### config.mk
export PLATFORM = sky130hd
export DESIGN_NAME = lvds_link
export DESIGN_NICKNAME = d
export VERILOG_FILES = /design/src/rtl/lvds_pkg.sv /design/src/rtl/lvds_lane_align.sv /design/src/rtl/lvds_link.sv
export SDC_FILE = /design/constraint.sdc
export NUM_CORES = 1
export LEC_CHECK = 0
export ABC_AREA = 1
export BUFFER_PORTS_ARGS = -buffer_cell sky130_fd_sc_hd__buf_2
export CORE_MARGIN = 1.5
export CORE_UTILIZATION = 25
export CTS_BUF_LIST = sky130_fd_sc_hd__clkbuf_8 sky130_fd_sc_hd__clkbuf_16
export CTS_CLUSTER_SIZE = 28
export DETAILED_ROUTE_END_ITERATION = 12
export SETUP_SLACK_MARGIN = 0.15
export SLEW_MARGIN = 20
export SYNTH_ARGS = -nofsm -noshare
export SYNTH_HDL_FRONTEND = slang
export SYNTH_SLANG_ARGS = --single-unit
### constraint.sdc
create_clock -name clk -period 8.2 [get_ports clk]
set_input_delay 1.64 -clock clk [delete_from_list [all_inputs] [get_ports clk]]
set_output_delay 1.64 -clock clk [all_outputs]
set_load 0.005 [all_outputs]
### src/rtl/lvds_pkg.sv
// lvds_pkg: shared RX alignment states and TX source selectors for lvds_link
package lvds_pkg;
  typedef enum logic [1:0] {HUNT, CONFIRM, LOCKED} rx_state_t;
  localparam logic [1:0] TXM_LOOP  = 2'b00;
  localparam logic [1:0] TXM_TRAIN = 2'b01;
  localparam logic [1:0] TXM_IDLE  = 2'b10;
  localparam logic [1:0] TXM_CNT   = 2'b11;
endpackage

### src/rtl/lvds_lane_align.sv
// lvds_lane_align: one RX lane -- deserialiser plus sliding word-boundary alignment
// clk/rst: clock, async active-high reset; din: serial bit (LSB-first words)
// train_en: allows FSM advance and slips; word: last boundary word
// valid: one-cycle pulse per word while locked; locked: lane is aligned
module lvds_lane_align
  import lvds_pkg::*;
#(
  parameter int                WORD_W    = 8,
  parameter logic [WORD_W-1:0] TRAIN_PAT = 8'hA5,
  parameter int                LOCK_CNT  = 4
) (
  input  logic              clk,
  input  logic              rst,
  input  logic              din,
  input  logic              train_en,
  output logic [WORD_W-1:0] word,
  output logic              valid,
  output logic              locked
);
  localparam int CW = $clog2(WORD_W);
  localparam int MW = $clog2(LOCK_CNT + 1);
  localparam logic [CW-1:0] LAST = CW'(WORD_W - 1);
  localparam logic [MW-1:0] LC = MW'(LOCK_CNT);
  logic [WORD_W-1:0] sr;
  logic [CW-1:0] cnt;
  logic [MW-1:0] mcnt;
  rx_state_t state;
  logic [WORD_W-1:0] cand;
  logic bnd, match, slip;
  assign cand  = {din, sr[WORD_W-1:1]};
  assign bnd   = cnt == LAST;
  assign match = cand == TRAIN_PAT;
  // a slip holds the counter at the boundary so the next window is one bit later
  assign slip  = bnd && train_en && !match;
  always_ff @(posedge clk or posedge rst) begin
    if (rst) begin
      sr     <= '0;
      cnt    <= '0;
      mcnt   <= '0;
      state  <= HUNT;
      word   <= '0;
      valid  <= 1'b0;
      locked <= 1'b0;
    end else begin
      sr    <= cand;
      cnt   <= slip ? cnt : (bnd ? '0 : cnt + 1'b1);
      valid <= 1'b0;
      if (bnd) begin
        word  <= cand;
        valid <= state == LOCKED;
        if (train_en) begin
          case (state)
            HUNT: if (match) begin
              state <= CONFIRM;
              mcnt  <= MW'(1);
            end
            CONFIRM: if (match) begin
              mcnt <= mcnt + 1'b1;
              if (mcnt + 1'b1 == LC) begin
                state  <= LOCKED;
                valid  <= 1'b1;
                locked <= 1'b1;
              end
            end else begin
              state <= HUNT;
              mcnt  <= '0;
            end
            LOCKED: if (!match) begin
              state  <= HUNT;
              mcnt   <= '0;
              valid  <= 1'b0;
              locked <= 1'b0;
            end
            default: state <= HUNT;
          endcase
        end
      end
    end
  end
endmodule

### src/rtl/lvds_link.sv
// lvds_link: multi-lane LVDS link engine -- per-lane RX alignment and shared TX word source
// clk/rst: clock, async active-high reset; lane_in: serial RX bits
// train_en: alignment enable; tx_mode: 00 loop, 01 train, 10 idle, 11 counter
// rx_word: lane c at [c*WORD_W +: WORD_W]; rx_valid/locked: per-lane status
// lane_out: registered serial TX bits
module lvds_link
  import lvds_pkg::*;
#(
  parameter int                CHANNELS  = 4,
  parameter int                WORD_W    = 8,
  parameter logic [WORD_W-1:0] TRAIN_PAT = 8'hA5,
  parameter int                LOCK_CNT  = 4
) (
  input  logic                       clk,
  input  logic                       rst,
  input  logic [CHANNELS-1:0]        lane_in,
  input  logic                       train_en,
  input  logic [1:0]                 tx_mode,
  output logic [CHANNELS*WORD_W-1:0] rx_word,
  output logic [CHANNELS-1:0]        rx_valid,
  output logic [CHANNELS-1:0]        locked,
  output logic [CHANNELS-1:0]        lane_out
);
  localparam int CW = $clog2(WORD_W);
  localparam logic [CW-1:0] LAST = CW'(WORD_W - 1);
  for (genvar c = 0; c < CHANNELS; c++) begin : g_lane
    lvds_lane_align #(
      .WORD_W   (WORD_W),
      .TRAIN_PAT(TRAIN_PAT),
      .LOCK_CNT (LOCK_CNT)
    ) u_align (
      .clk     (clk),
      .rst     (rst),
      .din     (lane_in[c]),
      .train_en(train_en),
      .word    (rx_word[c*WORD_W +: WORD_W]),
      .valid   (rx_valid[c]),
      .locked  (locked[c])
    );
  end
  logic [CW-1:0] tcnt;
  logic [1:0] mode_q;
  logic [WORD_W-1:0] ctr;
  logic pat_bit;
  assign pat_bit = mode_q == TXM_TRAIN ? TRAIN_PAT[tcnt] : ctr[tcnt];
  // mode and counter only change at the last bit so every TX word is sent whole
  always_ff @(posedge clk or posedge rst) begin
    if (rst) begin
      tcnt     <= '0;
      mode_q   <= TXM_LOOP;
      ctr      <= '0;
      lane_out <= '0;
    end else begin
      tcnt <= tcnt == LAST ? '0 : tcnt + 1'b1;
      if (tcnt == LAST) begin
        mode_q <= tx_mode;
        if (mode_q == TXM_CNT) ctr <= ctr + 1'b1;
      end
      lane_out <= mode_q == TXM_LOOP ? lane_in : mode_q == TXM_IDLE ? '0 : {CHANNELS{pat_bit}};
    end
  end
endmodule

==> results of run 1 <==
[Yosys cell counts (all sizes together)]
| master | count |
|---|---|
| nor2 | 44 |
| nand4 | 3 |
| nand3 | 48 |
| nand2 | 230 |
| o21ai | 27 |
| xor2 | 7 |
| clkbuf | 5 |
| o22ai | 2 |
| ha | 34 |
| nor3 | 1 |
| clkinv | 1 |
| inv | 73 |
| dfrtp | 117 |
| mux2 | 1 |
| buf | 11 |
| o211ai | 1 |
| a21oi | 14 |
| nand3b | 1 |
[layer usage]
layer | share of wire (%) | vias to the layer above | GRT usage, %
met2 | 46 | 59 | 16.35
met3 | 4.4 | 9 | 3.765
li1 | - | 2047 | -
met5 | 0 | - | 0
met4 | 0.99 | 0 | 4.078
met1 | 49 | 1825 | 12.82
[registers in the layout, summed over array words and instances, names as in the netlist]
signal	flops
ctr	8
g_lane.u_align.cnt	12
g_lane.u_align.locked	4
g_lane.u_align.mcnt	12
g_lane.u_align.sr	28
g_lane.u_align.state	8
g_lane.u_align.valid	4
g_lane.u_align.word	32
lane_out	4
mode_q	2
tcnt	3
[final cells by class]
| class | count | area (um^2) | area share (%) |
|---|---|---|---|
| Tap cell | 275 | 344.1 | 5.212 |
| Inverter | 74 | 280.3 | 4.246 |
| Clock buffer | 18 | 439.2 | 6.653 |
| Sequential cell | 117 | 2928 | 44.35 |
| Clock inverter | 13 | 165.2 | 2.502 |
| Multi-Input combinational cell | 413 | 2173 | 32.92 |
| Timing Repair Buffer | 53 | 271.5 | 4.113 |
[metrics by stage]
stage	cells	hold slack, ns
4_1_cts	963	0.3705
5_1_grt	963	0.3767
3_5_place_dp	932	0.3603
3_3_place_gp	932	0.3598
6_report	963	0.3680
2_1_floorplan	620	0.3537
[worst min-delay path by stage]
stage / to / cells past startpoint / slack, ns / start
after detailed placement: g_lane[0].u_align.sr[3] / 0 / 0.36 / g_lane[0].u_align.sr[4]
after global routing: g_lane[0].u_align.sr[1] / 0 / 0.38 / g_lane[0].u_align.sr[2]
after floorplan: g_lane[0].u_align.sr[1] / 0 / 0.35 / g_lane[0].u_align.sr[2]
after CTS: g_lane[0].u_align.sr[1] / 0 / 0.37 / g_lane[0].u_align.sr[2]
final: g_lane[0].u_align.sr[1] / 0 / 0.37 / g_lane[0].u_align.sr[2]
after global placement: g_lane[0].u_align.sr[1] / 0 / 0.36 / g_lane[0].u_align.sr[2]
[power breakdown]
part	switching, mW	total (mW)	internal, mW
Clock	0.249	0.757	0.508
Sequential	0.0918	0.816	0.724
Combinational	0.270	0.455	0.186
[kinds of logic (layout without fill, tap and decap cells)]
family,count (synthesis),after routing
and+or+nand+nor,327,327
DFF,117,117
buffers and inverters,90,158
AOI/OAI and AO/OA,44,44
adders and majority gates,34,34
xor gates and xnor gates,7,7
muxes,1,1
==> results by stage, run 1 <==
Status:
- The run finished with clean final reports.

Timing:
- In this run the tightest slew margin relative to its limit is 52.11%.
- The worst path uses 31.71% of the clock period.
- For the pin with the worst max-slew slack, the measured transition is 0.7184 ns.
- Setup repair after global routing left no endpoint under its margin.
- The final critical-path setup slack is 5.600 ns.
- The final count of hold timing violations is 0.
- The final clock skew is 0.004573 ns.
- The final max-slew violation count is 0.
- Setup violations remaining at the end of the flow were counted as 0.
- The final critical path time including I/O delays and setup is 2.600 ns.
- Setup total negative slack on the finished layout was measured at 0 ns.
- Timing would allow up to 384.6 MHz.

Critical path:
- The path length in cells of the critical path is 1.
- The delay of the slowest critical-path stage is 0.41 ns.
- The worst setup path is launched from a flop.
- The standard cell with the maximum stage delay on the critical path is sky130_fd_sc_hd__dfrtp_1.
- The setup check on the worst reg-to-reg path leaves a slack of 6.49 ns.
- The worst setup path is captured at a primary output.
- The number of buffer and inverter instances along the worst setup path is 1.
- The length in cells of the worst reg-to-reg path is 7.
- The launch instance of the worst register-to-register path is tcnt[0].
- Following the worst setup path forward leads to its endpoint at rx_word[4].
- The critical path's top delay family is flip-flops.
- In this run the critical register-to-register path is captured at ctr[7].
- The worst path required time is 6.56 ns.
- Traced cell by cell, the critical path runs through buf_2.
- The most critical setup path has its startpoint at g_lane[0].u_align.word[4].
- The worst path arrival time is 0.96 ns.
- By startpoint and endpoint, the worst setup path is classified as flop to primary output.
- Along the worst path, the maximum fanout reaches 2.

Run:
- The max-cap violation count is 0.

Yosys:
- Synthesis instantiated 30 different standard cells from the library.
- The sequential area share after synthesis is 53.45%.
- The dominant combinational cell family by area after synthesis is simple AND/OR/NAND/NOR gates.
- A synthesized cell averages 8.835 um^2.
- The adder and majority gate portion of the synthesized area is 7.766%.
- The net count after synthesis is 663.
- Summing the areas of all xor and xnor instances in the mapped netlist gives 1.119% of the synthesized area.
- Synthesis handed over a netlist of 620 instances.
- Summing the areas of all compound-gate instances in the mapped netlist gives 4.180% of the synthesized area.
- The synthesized design contains 117 register bits.
- In the synthesized netlist, mux cells make up 0.2056% of the area.
- After synthesis the cells add up to 0.005478 mm^2.
- The warning count from the yosys run is 0.
- The synthesized netlist devotes 26.40% of its cell area to simple gates.
- By area the synthesized netlist is led by sky130_fd_sc_hd__dfrtp_1 53%, sky130_fd_sc_hd__nand2_1 15%, sky130_fd_sc_hd__ha_1 7.8%.
- The fraction of synthesized cell area taken by the top area cell type is 53.45%.
- The cell type with the largest total area after synthesis is sky130_fd_sc_hd__dfrtp_1.

Clocking:
- Hold repair after CTS inserted 0 buffers.
- The count of instances resized after the clock tree is built is 0.
- The number of levels in the clock H-tree is 4.
- The maximum buffer depth of the clock tree is 2.
- The number of setup buffers added after CTS is 0.
- The TritonCTS clock tree is done.
- The total CTS buffers is 17.
- CTS saw 117 sinks.
- The clock latency at the later pin of the worst-skew pair is 0.41 ns.
- After clock tree synthesis, the clock-pin slew on the worst setup and hold paths is 0.05 ns.
- In this run the clock root is driven by a sky130_fd_sc_hd__clkbuf_16.

Cells and area:
- Cells with a size suffix above 1 make up 16.72% of the layout.
- The number of antenna cells inserted is 0.
- The area growth from synthesis to layout is 20.51%.
- The final net count is 719.
- The final-layout fill cell count is 2,237.
- The library cell used most frequently in the layout, excluding fill and tap cells, is sky130_fd_sc_hd__nand2_1.
- Once layout is complete, the utilization of the core stands at 31.01%.
- The top cell types in the final layout, fill and taps aside, are 223 x sky130_fd_sc_hd__nand2_1, 117 x sky130_fd_sc_hd__dfrtp_1, 70 x sky130_fd_sc_hd__inv_1.
- The final standard cell area without fillers is 0.006601 mm^2.

Power:
- IR analysis of the VDD net gives a maximum drop of 144.3 uV.
- The power after layout is 2.029 mW.
- Power spread over the standard cell area amounts to 307.4 mW/mm^2.
- For this design the static power due to leakage is 3.418 nW.

Place:
- In this run the cell area measured after placement is 0.005993 mm^2.
- In this run the tool buffered the top-level ports with 52 buffer cells.
- After legalization and detailed placement, the total HPWL measured 7.654 mm.
- The final weighted congestion of routability-driven global placement is 0.7746.
- Prior to clock tree synthesis, the placed netlist has a worst setup slack of 5.037 ns.

Routing:
- The routed layout has 3,940 vias.
- The number of DRC violations after detailed-routing iteration 0 is 170.
- The remaining antenna violation count is 0.
- In the routed design, unresolved DRC markers number 0.
- In the final routed layout, each cell accounts on average for 11.07 um.
- Using the TritonRoute via totals, the vias-per-cell ratio works out to 4.091.
- The first detailed-routing pass took 4 iterations.
- The aggregate routed wire length is 10.66 mm.

Global routing:
- The first global-routing pass estimated 18.11 mm of wire.
- Entering global routing, the biggest net connects 81 pins.
- The total track usage is 10.35%.
- Summed over all layers, the global routing overflow is 0.
- The initial antenna violation count is 1.
- The via count of the first global-routing pass is 3,824.

Floorplan:
- The initial standard-cell utilization of the core is 25.73%.
- The floorplan die width is 151.0 um.
- The number of rows in the core area is 53.
- The floorplan step defined a die boundary enclosing 0.02281 mm^2.
- The total area inside the core boundary comes to 0.02129 mm^2.
- The height of the die is 151.0 um.
- In this run the count of I/O pins placed on the die edge is 53.

Hold path:
- The min-delay analysis places its worst path in the category flop to flop.
No activity file was read; power rests on OpenSTA's default activity.
==> run 2, diff against run 1 <==
==> constraint.sdc (replaced) <==
create_clock -name clk -period 2.2 [get_ports clk]
set_input_delay 0.44 -clock clk [delete_from_list [all_inputs] [get_ports clk]]
set_output_delay 0.44 -clock clk [all_outputs]
set_load 0.005 [all_outputs]
==> results by stage, run 2 (synthesis results as in run 1) <==
Global routing:
- The wire length of the first global-routing pass is 18.06 mm.
- The maximum number of pins on one net before global-route repair is 43.
- The initial antenna violation count was 0.
- The via count of the first global-routing pass came to 3,820.
- After global routing the overflow that remains totals 0.
- In the global route stage, overall resource usage came out at 10.27%.

Place:
- At the end of routability-driven placement, the weighted congestion stood at 0.7835.
- The number of port buffers is 52.
- The total half-perimeter wirelength after legalization and detailed placement is 7.772 mm.
- The pre-CTS worst setup slack is 0.4852 ns.
- The placed instances occupy a cell area of 0.006047 mm^2.

Clocking:
- The number of levels in the clock H-tree is 4.
- The clock drives 117 sinks.
- In this run, post-CTS hold repair placed 0 buffers.
- The count of buffers added by post-CTS timing repair for setup is 0.
- The total CTS buffers is 17.
- The clock-pin slew reported for the worst setup and hold paths after clock tree synthesis is 0.05 ns.
- Clock tree synthesis selected as its root buffer the cell sky130_fd_sc_hd__clkbuf_16.
- In this run the deepest clock path goes through 2 buffers.
- The count of instances resized after the clock tree is built is 0.
- The clock latency at the later pin of the worst-skew pair is 0.41 ns.
- TritonCTS built the clock tree.

Cells and area:
- The register with the most flip-flops is g_lane.u_align.word.
- In the final layout, the share of cells above drive strength 1 is 17.37%.
- The final net count is 721.
- After routing the design area is 0.006673 mm^2.
- The register with the most flip-flops in the layout has 32 of them.
- The largest registers in the layout are g_lane.u_align.word (32), g_lane.u_align.sr (28).
- The final design utilization is 31.35%.
- Relative to the synthesized area, the layout overhead comes to 21.81%.
- The library cell used most frequently in the layout, excluding fill and tap cells, is sky130_fd_sc_hd__nand2_1.
- In the layout the commonest cells are 223 x sky130_fd_sc_hd__nand2_1, 117 x sky130_fd_sc_hd__dfrtp_1, 68 x sky130_fd_sc_hd__inv_1.

Power:
- Power spread over the standard cell area amounts to 1143 mW/mm^2.
- For this design the static power due to leakage is 3.426 nW.
- The clock network accounts for 38.0% of the total power.
- Sequential cells burn 39.5% of the power.
- The part of the power in combinational logic is 22.6%.
- Cell internal power was estimated by the tool at 5.319 mW.
- The switching part of the total power is 30.27%.
- Across the VDD grid, the largest voltage drop is 553.6 uV.
- The net switching component of the power is 2.309 mW.
- The power after layout is 7.628 mW.

Routing:
- In this run the remaining antenna-violating nets after routing total 0.
- After detailed routing, the average wire length per cell comes to 11.06 um.
- The total iterations of the first detailed-routing run is 4.
- The detailed router finished its first iteration with 231 violations.
- The via density per instance is 4.111.
- The routed design has 10.70 mm of wire.
- The routed layout has 3,975 vias.
- The DRC violations left is 0.

Critical path:
- Data arrives at the worst endpoint at 2.05 ns.
- For flop-to-flop paths, the worst setup slack is 0.49 ns.
- The worst-path maximum fanout is 9.
- The signal on the critical path passes through ha_1 -> ha_1 -> nand3_4 -> nor2_4 -> nand3_2 -> nor2_2 -> xor2_1.
- The worst setup path is launched from a flop.
- The largest single stage delay on the critical path is 0.48 ns.
- STA classifies the critical path endpoint as a flop.
- The standard cell with the maximum stage delay on the critical path is sky130_fd_sc_hd__dfrtp_1.
- The cell that appears most often on the critical path is sky130_fd_sc_hd__ha_1.
- STA puts the critical path data required time at 2.53 ns.
- The classification of the worst setup path is flop to flop.
- The critical path contains buffers and inverters numbering 0 combined.
- The launch instance of the worst register-to-register path is tcnt[0].
- The worst register-to-register path ends at ctr[7].
- The number of cells on the worst reg-to-reg path is 7.
- The critical path's top delay family is simple AND/OR/NAND/NOR gates.

Timing:
- Adding up every negative setup slack in the final design gives 0 ns.
- At the pin with the least slew margin, the transition time is 0.4930 ns.
- The final setup violation count is 0.
- Counting I/O delays and the setup requirement, the final critical path takes 1.715 ns.
- Setup repair after global routing left no endpoint under its margin.
- The final max-slew violation count is 0.
- The post-route clock period utilization is 77.94%.
- The final clock skew is 0.005673 ns.
- The final count of hold timing violations was 0.
- The relative slew slack is 67.07%.
- Setup slack closes at 0.4853 ns.
- Derived from the worst setup path, the maximum achievable clock frequency is 583.2 MHz.

Floorplan:
- The I/O pin total is 53.
- The floorplan die width is 151.0 um.
- The die area is 0.02281 mm^2.
- The floorplan step set the die height to 151.0 um.
- In this run the core area contains 53 standard-cell rows.
- The initial standard-cell utilization of the core is 25.73%.
- The placeable core region is 0.02129 mm^2.

Hold path:
- The worst hold path belongs to the class input port to asynchronous set/reset pin.

Status:
- The flow ran to the end, and the final reports show no timing, DRC or antenna violations.

Run:
- The tool flagged a number of max-cap violations equal to 0.
-- run 2: per-stage QoR --
stage | hold slack (ns) | cells
floorplan | 0.3537 | 620
global placement | 0.3566 | 934
detailed placement | 0.3615 | 934
CTS | 0.05730 | 966
global route | 0.08810 | 966
finish | 0.06045 | 967
-- run 2: worst reg2reg max path: stages (launching register included) --
cell and delay (ns):
sky130_fd_sc_hd__dfrtp_1 0.48, sky130_fd_sc_hd__ha_1 0.19, sky130_fd_sc_hd__ha_1 0.30, sky130_fd_sc_hd__nand3_4 0.17
sky130_fd_sc_hd__nor2_4 0.16, sky130_fd_sc_hd__nand3_2 0.09, sky130_fd_sc_hd__nor2_2 0.11, sky130_fd_sc_hd__xor2_1 0.14
-- run 2: power groups by stage --
stage	clock network [mW]	logic, mW	registers (mW)
final	2.90	1.72	3.01
after global routing	3.08	2.03	3.09
after CTS	2.98	1.76	3.02
after detailed placement	0	1.76	3.05
after global placement	0	1.72	3.04
after floorplan	0	1.13	3.03
-- run 2: worst max-delay path by stage --
stage / startpoint / slack (ns) / end / depth (start not counted)
3_5_place_dp: tcnt[0] / 0.49 / ctr[7] / 7
5_1_grt: g_lane[1].u_align.cnt[0] / 0.32 / g_lane[1].u_align.cnt[0] / 5
4_1_cts: tcnt[0] / 0.49 / ctr[7] / 7
6_report: tcnt[0] / 0.49 / ctr[7] / 7
2_1_floorplan: rst / 0.33 / ctr[0] / 1
3_3_place_gp: g_lane[1].u_align.cnt[0] / 0.54 / g_lane[1].u_align.locked / 9
-- run 2: cell type report --
class	instances	area (um^2)
well taps	275	344.1
fillers	2175	14610
clock buffers	18	439.2
diodes	1	2.502
multi-input cells	413	2173
repair buffers	55	320.3
clock inverters	14	183.9
inverters	74	281.5
flip-flops and latches	117	2928
-- run 2: routing by layer --
metal	global-route usage, %	vias to the layer above	share of wire (%)
met1	12.72	1839	47
li1	-	2047	-
met2	16.16	75	46
met4	4.951	0	1.6
met3	3.283	14	5.1
met5	0	-	0
==> run 3, diff against run 2 <==
==> constraint.sdc (replaced) <==
create_clock -name clk -period 1.6 [get_ports clk]
set_input_delay 0.32 -clock clk [delete_from_list [all_inputs] [get_ports clk]]
set_output_delay 0.32 -clock clk [all_outputs]
set_load 0.005 [all_outputs]
==> results by stage, run 3 (synthesis results as in run 1) <==
Timing:
- For the pin with the worst max-slew slack, the measured transition is 0.3354 ns.
- Derived from the worst setup path, the maximum achievable clock frequency is 703.5 MHz.
- Measured against its own limit, the worst slew margin works out to 77.61%.
- The final max-slew violation count is 0.
- Setup repair after global routing could not meet its margin everywhere.
- In the finished design, the share of the clock period the worst path needs comes to 88.84%.
- The final count of hold timing violations was 0.
- Setup violations remaining at the end of the flow were counted as 0.
- The final clock skew is 0.009421 ns.
- The final critical-path setup slack is 0.1785 ns.
- Counting I/O delays and the setup requirement, the final critical path takes 1.421 ns.

Global routing:
- The via count of the first global-routing pass came to 3,939.
- Summed over all layers, the global routing overflow is 0.
- Global routing consumed, over all layers together, 10.70% of the routing resources.
- The wire length of the first global-routing pass is 18.65 mm.
- The maximum number of pins on one net before global-route repair is 60.
- The initial antenna violation count is 0.

Routing:
- After detailed routing, the number of vias per cell comes to 4.131.
- The routed length per instance is 11.53 um.
- The via count is 4,131.
- The aggregate routed wire length is 11.53 mm.
- In this run the remaining antenna-violating nets after routing total 0.
- The number of DRC violations after detailed-routing iteration 0 is 139.
- The total iterations of the first detailed-routing run is 4.
- In the routed design, unresolved DRC markers number 0.

Critical path:
- The type of destination of the critical path is a flop.
- Data on the critical path is required at its endpoint by 1.91 ns.
- The worst path arrival time is 1.73 ns.
- Counting cells, the worst reg-to-reg path comes to 9.
- The critical path in this run is classified as flop to flop.
- The kind of start point of the critical path is a flop.
- The worst-path maximum fanout is 6.

Cells and area:
- The final net count is 755.
- The post-route netlist has 28.41% of its cells at a drive strength greater than 1.
- Leaving out fill and tap cells, the most frequent cells in the layout are 207 x sky130_fd_sc_hd__nand2_1, 117 x sky130_fd_sc_hd__dfrtp_1, 62 x sky130_fd_sc_hd__inv_1.
- The register with the most flip-flops is g_lane.u_align.word.
- The commonest non-fill, non-tap cell in the layout is sky130_fd_sc_hd__nand2_1.
- 0 antenna diodes ended up in the layout.
- The area growth from synthesis to layout is 30.63%.
- In the final layout, the registers with the most flip-flops are g_lane.u_align.word (32), g_lane.u_align.sr (28).
- The final-layout fill cell count is 2,168.
- The flip-flop count of the largest register after layout is 32.
- The final standard cell area without fillers is 0.007156 mm^2.

Floorplan:
- The placeable core region is 0.02129 mm^2.
- The die covers 0.02281 mm^2.
- For this configuration, the core starts out at a cell density of 25.73%.
- The I/O pin total is 53.
- The height of the die is 151.0 um.
- Row generation in the floorplan step produced 53 rows.
- From left edge to right edge, the die measures 151.0 um.

Place:
- The placed instance area is 0.006102 mm^2.
- The pre-CTS worst setup slack is 0.08856 ns.
- Port buffering added 52 buffers.
- At the end of routability-driven placement, the weighted congestion stood at 0.7844.
- The wire-length estimate of the detail-placed layout is 7.712 mm.

Power:
- The total power density per cell area is 1557 mW/mm^2.
- The analysis attributes to cell leakage a power of 3.595 nW.
- The largest voltage drop on the vdd net is 862.9 uV.

Hold path:
- The number of instances on the worst hold path is 1.
- The path category of the worst min-delay check is input port to flop.

Status:
- The flow ran to the end, and the final reports show no timing, DRC or antenna violations.

Clocking:
- The H-tree was split into 4 levels.
- The clock root buffer is sky130_fd_sc_hd__clkbuf_16.
- Clock tree synthesis found a total of 117 sinks.
- The clock passes through at most 2 buffers.
- After clock tree synthesis, the clock-pin slew on the worst setup and hold paths is 0.06 ns.
- The clock latency at the later pin of the worst-skew pair is 0.41 ns.
- The total CTS buffers is 17.
- The TritonCTS clock tree is done.

Run:
- Max-cap violations in this run came to 0.
-- run 3: changes by cell type in the layout (fill, tap and decap cells not counted), sizes merged --
cell | before | now
clkbuf | 18 | 17
clkinv | 6 | 7
buf | 55 | 88
diode | 1 | 0
dlygate4sd3 | 0 | 1
-- run 3: timing repair --
action / CTS / global route
hold buffers: 1 / 0
pin swaps: 1 / 29
gates resized for setup: 8 / 59
endpoints found under the setup margin: 18 / 55
setup buffers: 3 / 21
hold endpoints to repair: 8 / 0
-- run 3: final timing paths --
path | startpoint | end | slack [ns]
worst max-delay path | g_lane[0].u_align.cnt[0] | g_lane[0].u_align.mcnt[0] | 0.18
min in group asynchronous | rst | g_lane[2].u_align.word[7] | 0.41
worst min-delay path | lane_in[1] | g_lane[1].u_align.sr[7] | 0.06
worst min register to register | g_lane[0].u_align.sr[5] | g_lane[0].u_align.sr[4] | 0.37
worst max register to register | g_lane[0].u_align.cnt[0] | g_lane[0].u_align.mcnt[0] | 0.18
max in group asynchronous | rst | g_lane[1].u_align.mcnt[2] | 0.60
-- run 3: stage by stage --
| stage | instances | util [%] | TNS [ns] | hold WS (ns) | total power, mW |
|---|---|---|---|---|---|
| 2_1_floorplan | 620 | - | -17.24 | 0.3514 | 5.728 |
| 3_3_place_gp | 943 | 28.67 | 0 | 0.2849 | 6.630 |
| 3_5_place_dp | 943 | 28.67 | 0 | 0.2867 | 6.701 |
| 4_1_cts | 979 | 31.83 | 0 | 0.04005 | 10.88 |
| 5_1_grt | 1000 | 33.62 | 0 | 0.04706 | 11.97 |
| 6_report | 1000 | 33.62 | 0 | 0.06007 | 11.14 |
-- run 3: power by group --
group	internal [mW]	switching, mW	total [mW]	leakage, nW
clock network	2.61	1.43	4.04	0.304
logic	1.35	1.58	2.93	1.83
registers	3.71	0.458	4.17	1.46
-- run 3: routing by layer --
layer	part of all wire, %	vias up	GRT usage, %	wire length [um]
met5	0	-	0	0
met4	1.7	0	4.854	191
met3	4.9	17	3.946	564
met2	47	71	16.71	5452
met1	46	1927	13.12	5321
li1	-	2116	-	-
-- run 3: critical path: stages (launching register included) --
cell	delay, ns
sky130_fd_sc_hd__dfrtp_1	0.37
sky130_fd_sc_hd__ha_2	0.20
sky130_fd_sc_hd__ha_4	0.13
sky130_fd_sc_hd__nand2_2	0.04
sky130_fd_sc_hd__inv_2	0.09
sky130_fd_sc_hd__nand2_2	0.06
sky130_fd_sc_hd__nor2_4	0.20
sky130_fd_sc_hd__nand2_2	0.11
sky130_fd_sc_hd__nand2_2	0.08
sky130_fd_sc_hd__nand2_2	0.04
-- run 3: final cells by class --
type	instances	area [um^2]	area share (%)
Clock buffer	17	425.4	5.945
Clock inverter	15	202.7	2.833
Inverter	74	285.3	3.987
Multi-Input combinational cell	413	2397	33.50
Sequential cell	117	2928	40.92
Tap cell	275	344.1	4.809
Timing Repair Buffer	89	573.1	8.008
